### src/rtl/enco_arb_pkg.sv
// Shared types and helpers for the four-way encode/decode datapath arbiter.
package enco_arb_pkg;

    localparam int N_REQ = 4;
    localparam int IDX_W = 2;

    typedef enum logic [1:0] {
        IDLE = 2'd0,
        BUSY = 2'd1,
        GAP  = 2'd2
    } arb_state_t;

    // 4:2 encode of a one-hot vector; an all-zero vector encodes to 0.
    function automatic logic [IDX_W-1:0] onehot_to_idx(input logic [N_REQ-1:0] oh);
        logic [IDX_W-1:0] idx;
        idx = '0;
        for (int i = 0; i < N_REQ; i++) begin
            if (oh[i]) idx = IDX_W'(i);
        end
        return idx;
    endfunction

endpackage

### src/rtl/rr_pick4.sv
// Combinational rotating-priority picker: the first set request at or after
// ptr (wrapping 3 -> 0) wins.
module rr_pick4
    import enco_arb_pkg::*;
(
    input  logic [N_REQ-1:0] req,
    input  logic [IDX_W-1:0] ptr,
    output logic [N_REQ-1:0] win_oh,
    output logic [IDX_W-1:0] win_idx,
    output logic             any
);

    logic [2*N_REQ-1:0] dbl;
    logic [N_REQ-1:0]   rot;
    logic [IDX_W-1:0]   off;

    // Rotate requests so ptr sits at bit 0, find the lowest set bit, rotate back.
    always_comb begin
        // NOTE: every combinational output gets a default first so no path
        // leaves it unassigned, which would otherwise infer a latch.
        dbl     = {req, req} >> ptr;
        rot     = dbl[N_REQ-1:0];
        off     = '0;
        for (int k = N_REQ - 1; k >= 0; k--) begin
            if (rot[k]) off = IDX_W'(k);
        end
        any     = |req;
        win_idx = any ? (ptr + off) : '0;
        win_oh  = any ? (N_REQ'(1) << win_idx) : '0;
    end

endmodule

### src/rtl/enco_arb4.sv
// Round-robin arbiter sharing the encode/decode datapath among four
// requesters. One holder at a time; grant ends on release, on the holder
// dropping its request, or on a forced revoke after MAX_HOLD cycles. Every
// grant is followed by one empty turnaround cycle.
module enco_arb4
    import enco_arb_pkg::*;
#(
    parameter int MAX_HOLD = 8   // legal range 1..255
) (
    input  logic             clk,
    input  logic             rst_n,
    input  logic [N_REQ-1:0] req,
    input  logic [N_REQ-1:0] rel,
    output logic [N_REQ-1:0] gnt,
    output logic [IDX_W-1:0] gnt_idx,
    output logic             gnt_vld,
    output logic             timeout
);

    arb_state_t       state_q,    state_d;
    logic [IDX_W-1:0] ptr_q,      ptr_d;
    logic [7:0]       hold_cnt_q, hold_cnt_d;
    logic [N_REQ-1:0] gnt_q,      gnt_d;
    logic [IDX_W-1:0] gnt_idx_q,  gnt_idx_d;
    logic             timeout_q,  timeout_d;

    logic [N_REQ-1:0] win_oh;
    logic [IDX_W-1:0] win_idx;
    logic             win_any;
    logic             release_hit;

    rr_pick4 u_pick (
        .req     (req),
        .ptr     (ptr_q),
        .win_oh  (win_oh),
        .win_idx (win_idx),
        .any     (win_any)
    );

    // Holder lets go either by strobing its own rel bit or by dropping req.
    assign release_hit = rel[gnt_idx_q] | ~req[gnt_idx_q];

    // State register and all registered outputs, synchronous active-low reset.
    always_ff @(posedge clk) begin
        // NOTE: sequential state uses non-blocking assignments so every
        // register samples pre-edge values regardless of statement order.
        if (!rst_n) begin
            state_q    <= IDLE;
            ptr_q      <= '0;
            hold_cnt_q <= '0;
            gnt_q      <= '0;
            gnt_idx_q  <= '0;
            timeout_q  <= 1'b0;
        end else begin
            state_q    <= state_d;
            ptr_q      <= ptr_d;
            hold_cnt_q <= hold_cnt_d;
            gnt_q      <= gnt_d;
            gnt_idx_q  <= gnt_idx_d;
            timeout_q  <= timeout_d;
        end
    end

    // Next-state logic: arbitration, hold counting, release and revoke.
    always_comb begin
        state_d    = state_q;
        ptr_d      = ptr_q;
        hold_cnt_d = hold_cnt_q;
        gnt_d      = gnt_q;
        gnt_idx_d  = gnt_idx_q;
        timeout_d  = 1'b0;
        unique case (state_q)
            IDLE: begin
                if (win_any) begin
                    gnt_d      = win_oh;
                    gnt_idx_d  = onehot_to_idx(win_oh);
                    ptr_d      = win_idx + 1'b1;
                    hold_cnt_d = 8'd1;
                    state_d    = BUSY;
                end
            end
            BUSY: begin
                if (release_hit) begin
                    // Release beats a coincident revoke: no timeout pulse.
                    gnt_d      = '0;
                    gnt_idx_d  = '0;
                    hold_cnt_d = '0;
                    state_d    = GAP;
                end else if (hold_cnt_q == 8'(MAX_HOLD)) begin
                    gnt_d      = '0;
                    gnt_idx_d  = '0;
                    hold_cnt_d = '0;
                    timeout_d  = 1'b1;
                    state_d    = GAP;
                end else begin
                    hold_cnt_d = hold_cnt_q + 8'd1;
                end
            end
            GAP: begin
                state_d = IDLE;
            end
            default: begin
                state_d = IDLE;
            end
        endcase
    end

    // Output drive straight from the registers.
    always_comb begin
        gnt     = gnt_q;
        gnt_idx = gnt_idx_q;
        gnt_vld = |gnt_q;
        timeout = timeout_q;
    end

endmodule

### config.mk
export PLATFORM = sky130hd
export DESIGN_NAME = enco_arb4
export DESIGN_NICKNAME = d
export VERILOG_FILES = /design/src/rtl/enco_arb_pkg.sv /design/src/rtl/rr_pick4.sv /design/src/rtl/enco_arb4.sv
export SDC_FILE = /design/constraint.sdc
export NUM_CORES = 1
export LEC_CHECK = 0
export BUFFER_PORTS_ARGS = -buffer_cell sky130_fd_sc_hd__buf_2
export CAP_MARGIN = 40
export CORE_MARGIN = 5
export CORE_UTILIZATION = 50
export DETAILED_ROUTE_END_ITERATION = 6
export PLACE_DENSITY = 0.72
export SYNTH_ARGS = -nofsm -noshare
export SYNTH_HDL_FRONTEND = slang
export SYNTH_SLANG_ARGS = --single-unit
### constraint.sdc
create_clock -name clk -period 2.6 [get_ports clk]
set_input_delay 0.78 -clock clk [delete_from_list [all_inputs] [get_ports clk]]
set_output_delay 0.78 -clock clk [all_outputs]
set_load 0.02 [all_outputs]
==> summary.txt, run 1 <==
# DRC = 0
Die Ht = 58.1 um
Starting Density = 52.3%
Clock transition at path regs = 0.12 ns
Final antenna-violating net count = 0
Top FF cell, synth = dfxtp_1
Drt first pass iters = 4
Post-synthesis cell count = 141
First-pass GRT wire length = 4750 um
Largest net degree at the start of global routing = 16
Initial antenna violation count = 0
Die ar. = 3370 um^2
Iter 0 DRT Violations = 33
Worst Setup Start Kind = input pin
Maximum Capacitance Violations = 0
WS Path Type = input pin to register
Final Hold Vio Count = 0
Detail-routed via count per cell = 5.89
Synthesis-stage register bit count = 19
Antenna Cells = 0
Routed WL = 2770 um
FMAX = 403 MHz
Ratio of final minimum period to clock period = 95.4%
Total GRT Usage = 18.0%
Yosys cell types = 44
Setup Buffers After CTS = 0
Fillers = 212
Post-synthesis sequential area ratio = 32.9%
Area Overhead vs Synth = 16.9%
Post-synth EDFFs = 0
CTS tree = yes
Total negative slack = 0 ns
Core ar. = 2210 um^2
Later-pin clock latency in the skew report = 0.31 ns
P_leak = 0.568 nW
Worst path required time = 2.83 ns
Ports = 18
Total power = 1.15 mW
Synthesized area = 1160 um^2
H-tree Lvls = 1
Syn Area/Cell = 8.20 um^2
Total CTS buffers = 3
Worst-Margin Slew = 0.732 ns
Relative slew slack = 51.1%
Clock tree buffer depth = 2
Worst path arrival time = 2.71 ns
CTS root buf = clkbuf_4
Die W = 58.1 um
CP Capture Type = register
Status = finished, final reports clean
HPWL Detailed = 1980 um
Wire per inst = 14.6 um
Worst Path Max Fanout = 4
Rows = 17
Vias in the first global route = 1080
Hold Path Class = register to register
Synth async-reset ratio = 0%
Sink Count = 19
Tmin final = 2.48 ns
Synthesized net count = 156
Pre-CTS setup slack = -0.249 ns
Pwr dens = 851 nW/um^2
RePlAce Congestion = 0.743
Fin nets = 178
Worst Skew = 0.00216 ns
Routed vias = 1119
Yosys warns = 0
Worst setup margin = 0.119 ns
Share of layout cells above drive strength 1 = 25.9%
Final setup fails = 0
Max IR drop VDD = 0.000553 V
Total congestion overflow = 0
Fin. max-slew vios = 0
Buffers on Ports = 17
==> Yosys cell counts (3+ instances only) <==
cell type / n / area (um^2)
a21oi_1: 10 / 50.1
inv_1: 4 / 15.0
nor2_1: 17 / 63.8
and3_1: 4 / 25.0
ha_1: 5 / 62.6
nand2b_1: 7 / 43.8
buf_2: 3 / 15.0
o21ai_0: 7 / 35.0
clkbuf_1: 3 / 11.3
dfxtp_1: 19 / 380
o311a_1: 4 / 40.0
nand3_1: 3 / 15.0
nand2_1: 12 / 45.0
nor3_1: 6 / 30.0
==> cell families (layout without fill, tap and decap cells) <==
logic type      count (synthesis)  in the layout  synth area share, %
mux                             2              2                 2.92
fa+ha+maj                       5              5                 5.41
compound gates                 34             34                 19.5
simple gates                   67             67                 32.8
flops                          19             19                 32.9
buf+inv                        12             33                 4.98
xor+xnor                        2              2                 1.52
==> flip-flops by register name (all words and copies together), names as in the netlist <==
signal	count
hold_cnt_q	8
gnt	4
gnt_idx	2
ptr_q	2
state_q	2
timeout	1
==> stage by stage <==
stage                     hold slack (ns)  instance area (um^2)  util [%]  instances
after CTS                           0.502                  1340      60.5        190
final                               0.501                  1350      61.1        190
after floorplan                     0.449                  1190         -        141
after global placement              0.475                  1310      59.3        186
after global routing                0.524                  1350      61.1        190
after detailed placement            0.482                  1310      59.3        186
==> critical path: stages <==
cell and delay [ns]:
buf_2 0.13, nor2_4 0.04, or4_1 0.50, o2111ai_1 0.11
ha_2 0.24, xnor2_2 0.16, xnor2_2 0.16, nand2_1 0.08
ha_1 0.29, a211oi_2 0.22
==> timing repair <==
item,4_1_cts,5_1_grt
gates resized for setup,0,2
endpoints found under the setup margin,0,1
hold buffers,0,0
==> final timing paths <==
kind,startpoint,to,slack (ns),cells after the start
min,gnt[2],gnt[2],0.50,2
max reg2reg,ptr_q[0],ptr_q[1],0.27,8
min reg2reg,gnt[2],gnt[2],0.50,2
max,req[1],ptr_q[1],0.12,10
==> where the power goes <==
part	switching [mW]	leakage (nW)	internal, mW
clock	0.102	0.0177	0.0575
sequential	0.0670	0.155	0.346
combinational	0.316	0.395	0.262
total	0.484	0.568	0.665
==> routing by layer <==
metal  track usage, %  routed length (um)
met5                0                   0
met4             6.62                  39
met3             3.79                 157
met2             29.7                1270
met1             23.0                1310
==> placed cells by master, fill, tap and decap left out, types with 3 or more instances in the layout <==
cell,instances
dfxtp_1,19
buf_2,17
nor2_1,16
nand2_1,12
a21oi_1,10
buf_4,8
nand2b_1,7
o21ai_0,7
nor3_1,6
inv_1,4
o311a_1,4
and3_1,4
ha_1,4
nand3_1,3
clkbuf_4,3
==> final cells by class <==
type,instances,area (um^2),share of cell area [%]
Clock inverter,1,5.00,0.370
Timing Repair Buffer,25,145,10.7
Clock buffer,3,22.5,1.67
Multi-Input combinational cell,110,748,55.4
Tap cell,28,35.0,2.59
Sequential cell,19,380,28.1
Inverter,4,15.0,1.11
Power figures use the tool's default switching activity.
==> inputs of run 2 (changes only) <==
--- a/config.mk
+++ b/config.mk
@@ -7,7 +7,7 @@
 export LEC_CHECK = 0
 export BUFFER_PORTS_ARGS = -buffer_cell sky130_fd_sc_hd__buf_2
 export CAP_MARGIN = 40
-export CORE_MARGIN = 5
+export CORE_MARGIN = 10
 export CORE_UTILIZATION = 50
 export DETAILED_ROUTE_END_ITERATION = 6
 export PLACE_DENSITY = 0.72
==> run 2 against run 1 <==
Hold slack improved by 0.012 ns; combinational power fell by 3%; via count fell by 2.9%; sequential power rose by 1%; maximum frequency rose by 2.0%; total power fell by 1.8%; wire length fell by 1.2%; first-iteration DRC count rose by 18%; clock skew fell by 0.00082 ns; global-route usage fell by 5.4 points.
==> summary.txt, run 2 (synthesized netlist as in run 1, its figures left out) <==
Buffers on Ports = 17 (unchanged)
Placed cell area = 1320 um^2 (was 1310 um^2)
Die ar. = 4640 um^2 (was 3370 um^2)
Worst path required time = 2.82 ns (was 2.83 ns)
Antenna Cells = 0 (unchanged)
RePlAce Congestion = 0.806 (was 0.743)
Tmin final = 2.43 ns (was 2.48 ns)
Crit-path cells = buf_2 > nor2_4 > or4_1 > o2111ai_1 > ha_2 > xnor2_2 > xnor2_2 > nand2_1 > ha_1 > a211oi_1 (was buf_2 > nor2_4 > or4_1 > o2111ai_1 > ha_2 > xnor2_2 > xnor2_2 > nand2_1 > ha_1 > a211oi_2)
Clock power frac = 13.3% (was 13.9%)
Fillers = 216 (was 212)
H-tree Lvls = 1 (unchanged)
Final setup fails = 0 (unchanged)
Worst path arrival time = 2.66 ns (was 2.71 ns)
WS Path Type = input pin to register (unchanged)
Critical-path top delay cell = or4_1 (unchanged)
Gate power share = 49.8% (was 50.2%)
Switching part of the total = 41.4% (was 42.1%)
Core ar. = 2210 um^2 (unchanged)
CP Capture Type = register (unchanged)
Internal = 0.662 mW (was 0.665 mW)
Final instance area = 1360 um^2 (was 1350 um^2)
Worst Setup Start Kind = input pin (unchanged)
Total congestion overflow = 0 (unchanged)
Fin. max-slew vios = 0 (unchanged)
Status = finished, final reports clean (unchanged)
Worst-Margin Slew = 0.684 ns (was 0.732 ns)
Clock tree buffer depth = 2 (unchanged)
Worst setup margin = 0.168 ns (was 0.119 ns)
Maximum Capacitance Violations = 0 (unchanged)
Share of layout cells above drive strength 1 = 25.8% (was 25.9%)
# DRC = 0 (unchanged)
Worst Skew = 0.00134 ns (was 0.00216 ns)
First-pass GRT wire length = 4620 um (was 4750 um)
Sw Pwr = 0.467 mW (was 0.484 mW)
CP most frequent cell = xnor2_2 (unchanged)
FMAX = 411 MHz (was 403 MHz)
Routed vias = 1087 (was 1119)
Max FFs per register = 8 (unchanged)
Final antenna-violating net count = 0 (unchanged)
Pwr dens = 832 nW/um^2 (was 851 nW/um^2)
Top reg by flops = hold_cnt_q (unchanged)
Largest net degree at the start of global routing = 16 (unchanged)
Drt first pass iters = 4 (unchanged)
Total CTS buffers = 3 (unchanged)
HPWL Detailed = 2060 um (was 1980 um)
CP peak stage delay = 0.50 ns (about the same)
Ratio of final minimum period to clock period = 93.5% (was 95.4%)
Max IR drop VDD = 0.000710 V (was 0.000553 V)
CTS root buf = clkbuf_4 (unchanged)
Final Hold Vio Count = 0 (unchanged)
Starting Density = 52.3% (unchanged)
Cts hold-fix bufs = 0 (unchanged)
Fin nets = 179 (was 178)
Top Family by Delay on Critical Path = simple AND/OR/NAND/NOR gates (unchanged)
Hold Path Class = register to register (unchanged)
P_leak = 0.571 nW (was 0.568 nW)
Die Ht = 68.1 um (was 58.1 um)
Die W = 68.1 um (was 58.1 um)
Leading cell types in the layout, fill and taps excluded = 19 x dfxtp_1, 17 x buf_2, 16 x nor2_1 (unchanged)
Routed WL = 2740 um (was 2770 um)
Later-pin clock latency in the skew report = 0.30 ns (was 0.31 ns)
DP Cell Count = 187 (was 186)
Area Overhead vs Synth = 17.4% (was 16.9%)
RSZ-0062 raised after global routing = no
Vias in the first global route = 1018 (was 1080)
Post-CTS sizing = 0 (unchanged)
CTS tree = yes (unchanged)
Reg power frac = 36.9% (was 35.9%)
Setup Buffers After CTS = 0 (unchanged)
Initial antenna violation count = 0 (unchanged)
Ports = 18 (unchanged)
Rows = 17 (unchanged)
Worst Path Max Fanout = 5 (was 4)
Total GRT Usage = 12.6% (was 18.0%)
Final core occ = 61.4% (was 61.1%)
Total power = 1.13 mW (was 1.15 mW)
Iter 0 DRT Violations = 39 (was 33)
Most common cell after layout, fill and taps aside = dfxtp_1 (unchanged)
Relative slew slack = 54.3% (was 51.1%)
Non-Filler Instances = 191 (was 190)
Worst path bufs/invs = 1 (unchanged)
Wire per inst = 14.3 um (was 14.6 um)
Sink Count = 19 (unchanged)
Detail-routed via count per cell = 5.69 (was 5.89)
Pre-CTS setup slack = -0.183 ns (was -0.249 ns)
Clock transition at path regs = 0.10 ns (was 0.12 ns)
run 2: changes by cell type in the layout (fill, tap and decap cells not counted), sizes merged:
cell,change
clkinv,-1
clkbuf,+1
buf,+1
run 2: power groups by stage:
stage          sequential (mW)  combinational, mW  clock, mW
2_1_floorplan            0.427              0.362          0
3_3_place_gp             0.416              0.538          0
3_5_place_dp             0.421              0.546          0
4_1_cts                  0.414              0.552      0.156
5_1_grt                  0.425              0.632      0.170
6_report                 0.417              0.562      0.150
run 2: layout make-up:
class / count / area, um^2 / area share (%)
well taps: 28 / 35.0 / 2.58
repair buffers: 26 / 153 / 11.2
multi-input cells: 110 / 748 / 55.1
clock buffers: 4 / 26.3 / 1.94
flip-flops and latches: 19 / 380 / 28.0
inverters: 4 / 15.0 / 1.11
run 2: path summary, 6_finish.rpt:
path | slack, ns | from | endpoint | cells after the start
worst max-delay path | 0.17 | req[1] | ptr_q[1] | 10
worst min-delay path | 0.51 | gnt[0] | gnt[0] | 2
worst max register to register | 0.33 | ptr_q[0] | ptr_q[1] | 8
worst min register to register | 0.51 | gnt[0] | gnt[0] | 2
run 2: through the flow:
stage               hold WS, ns  TNS [ns]
floorplan                 0.449  -0.00868
global placement          0.477    -0.469
detailed placement        0.494    -0.769
CTS                       0.510         0
global route              0.535         0
finish                    0.513         0
run 2: tightest hold or removal path: stages (launching register included):
cell and delay [ns]:
dfxtp_1 0.35, nand2_1 0.06, o22ai_1 0.07
run 2: metal layers:
layer	up-vias	share of wire (%)	global-route usage, %
met5	-	0	0
met4	0	0.77	3.02
met2	19	45	19.7
met1	511	48	15.7
met3	2	6.3	5.22
li1	555	-	-
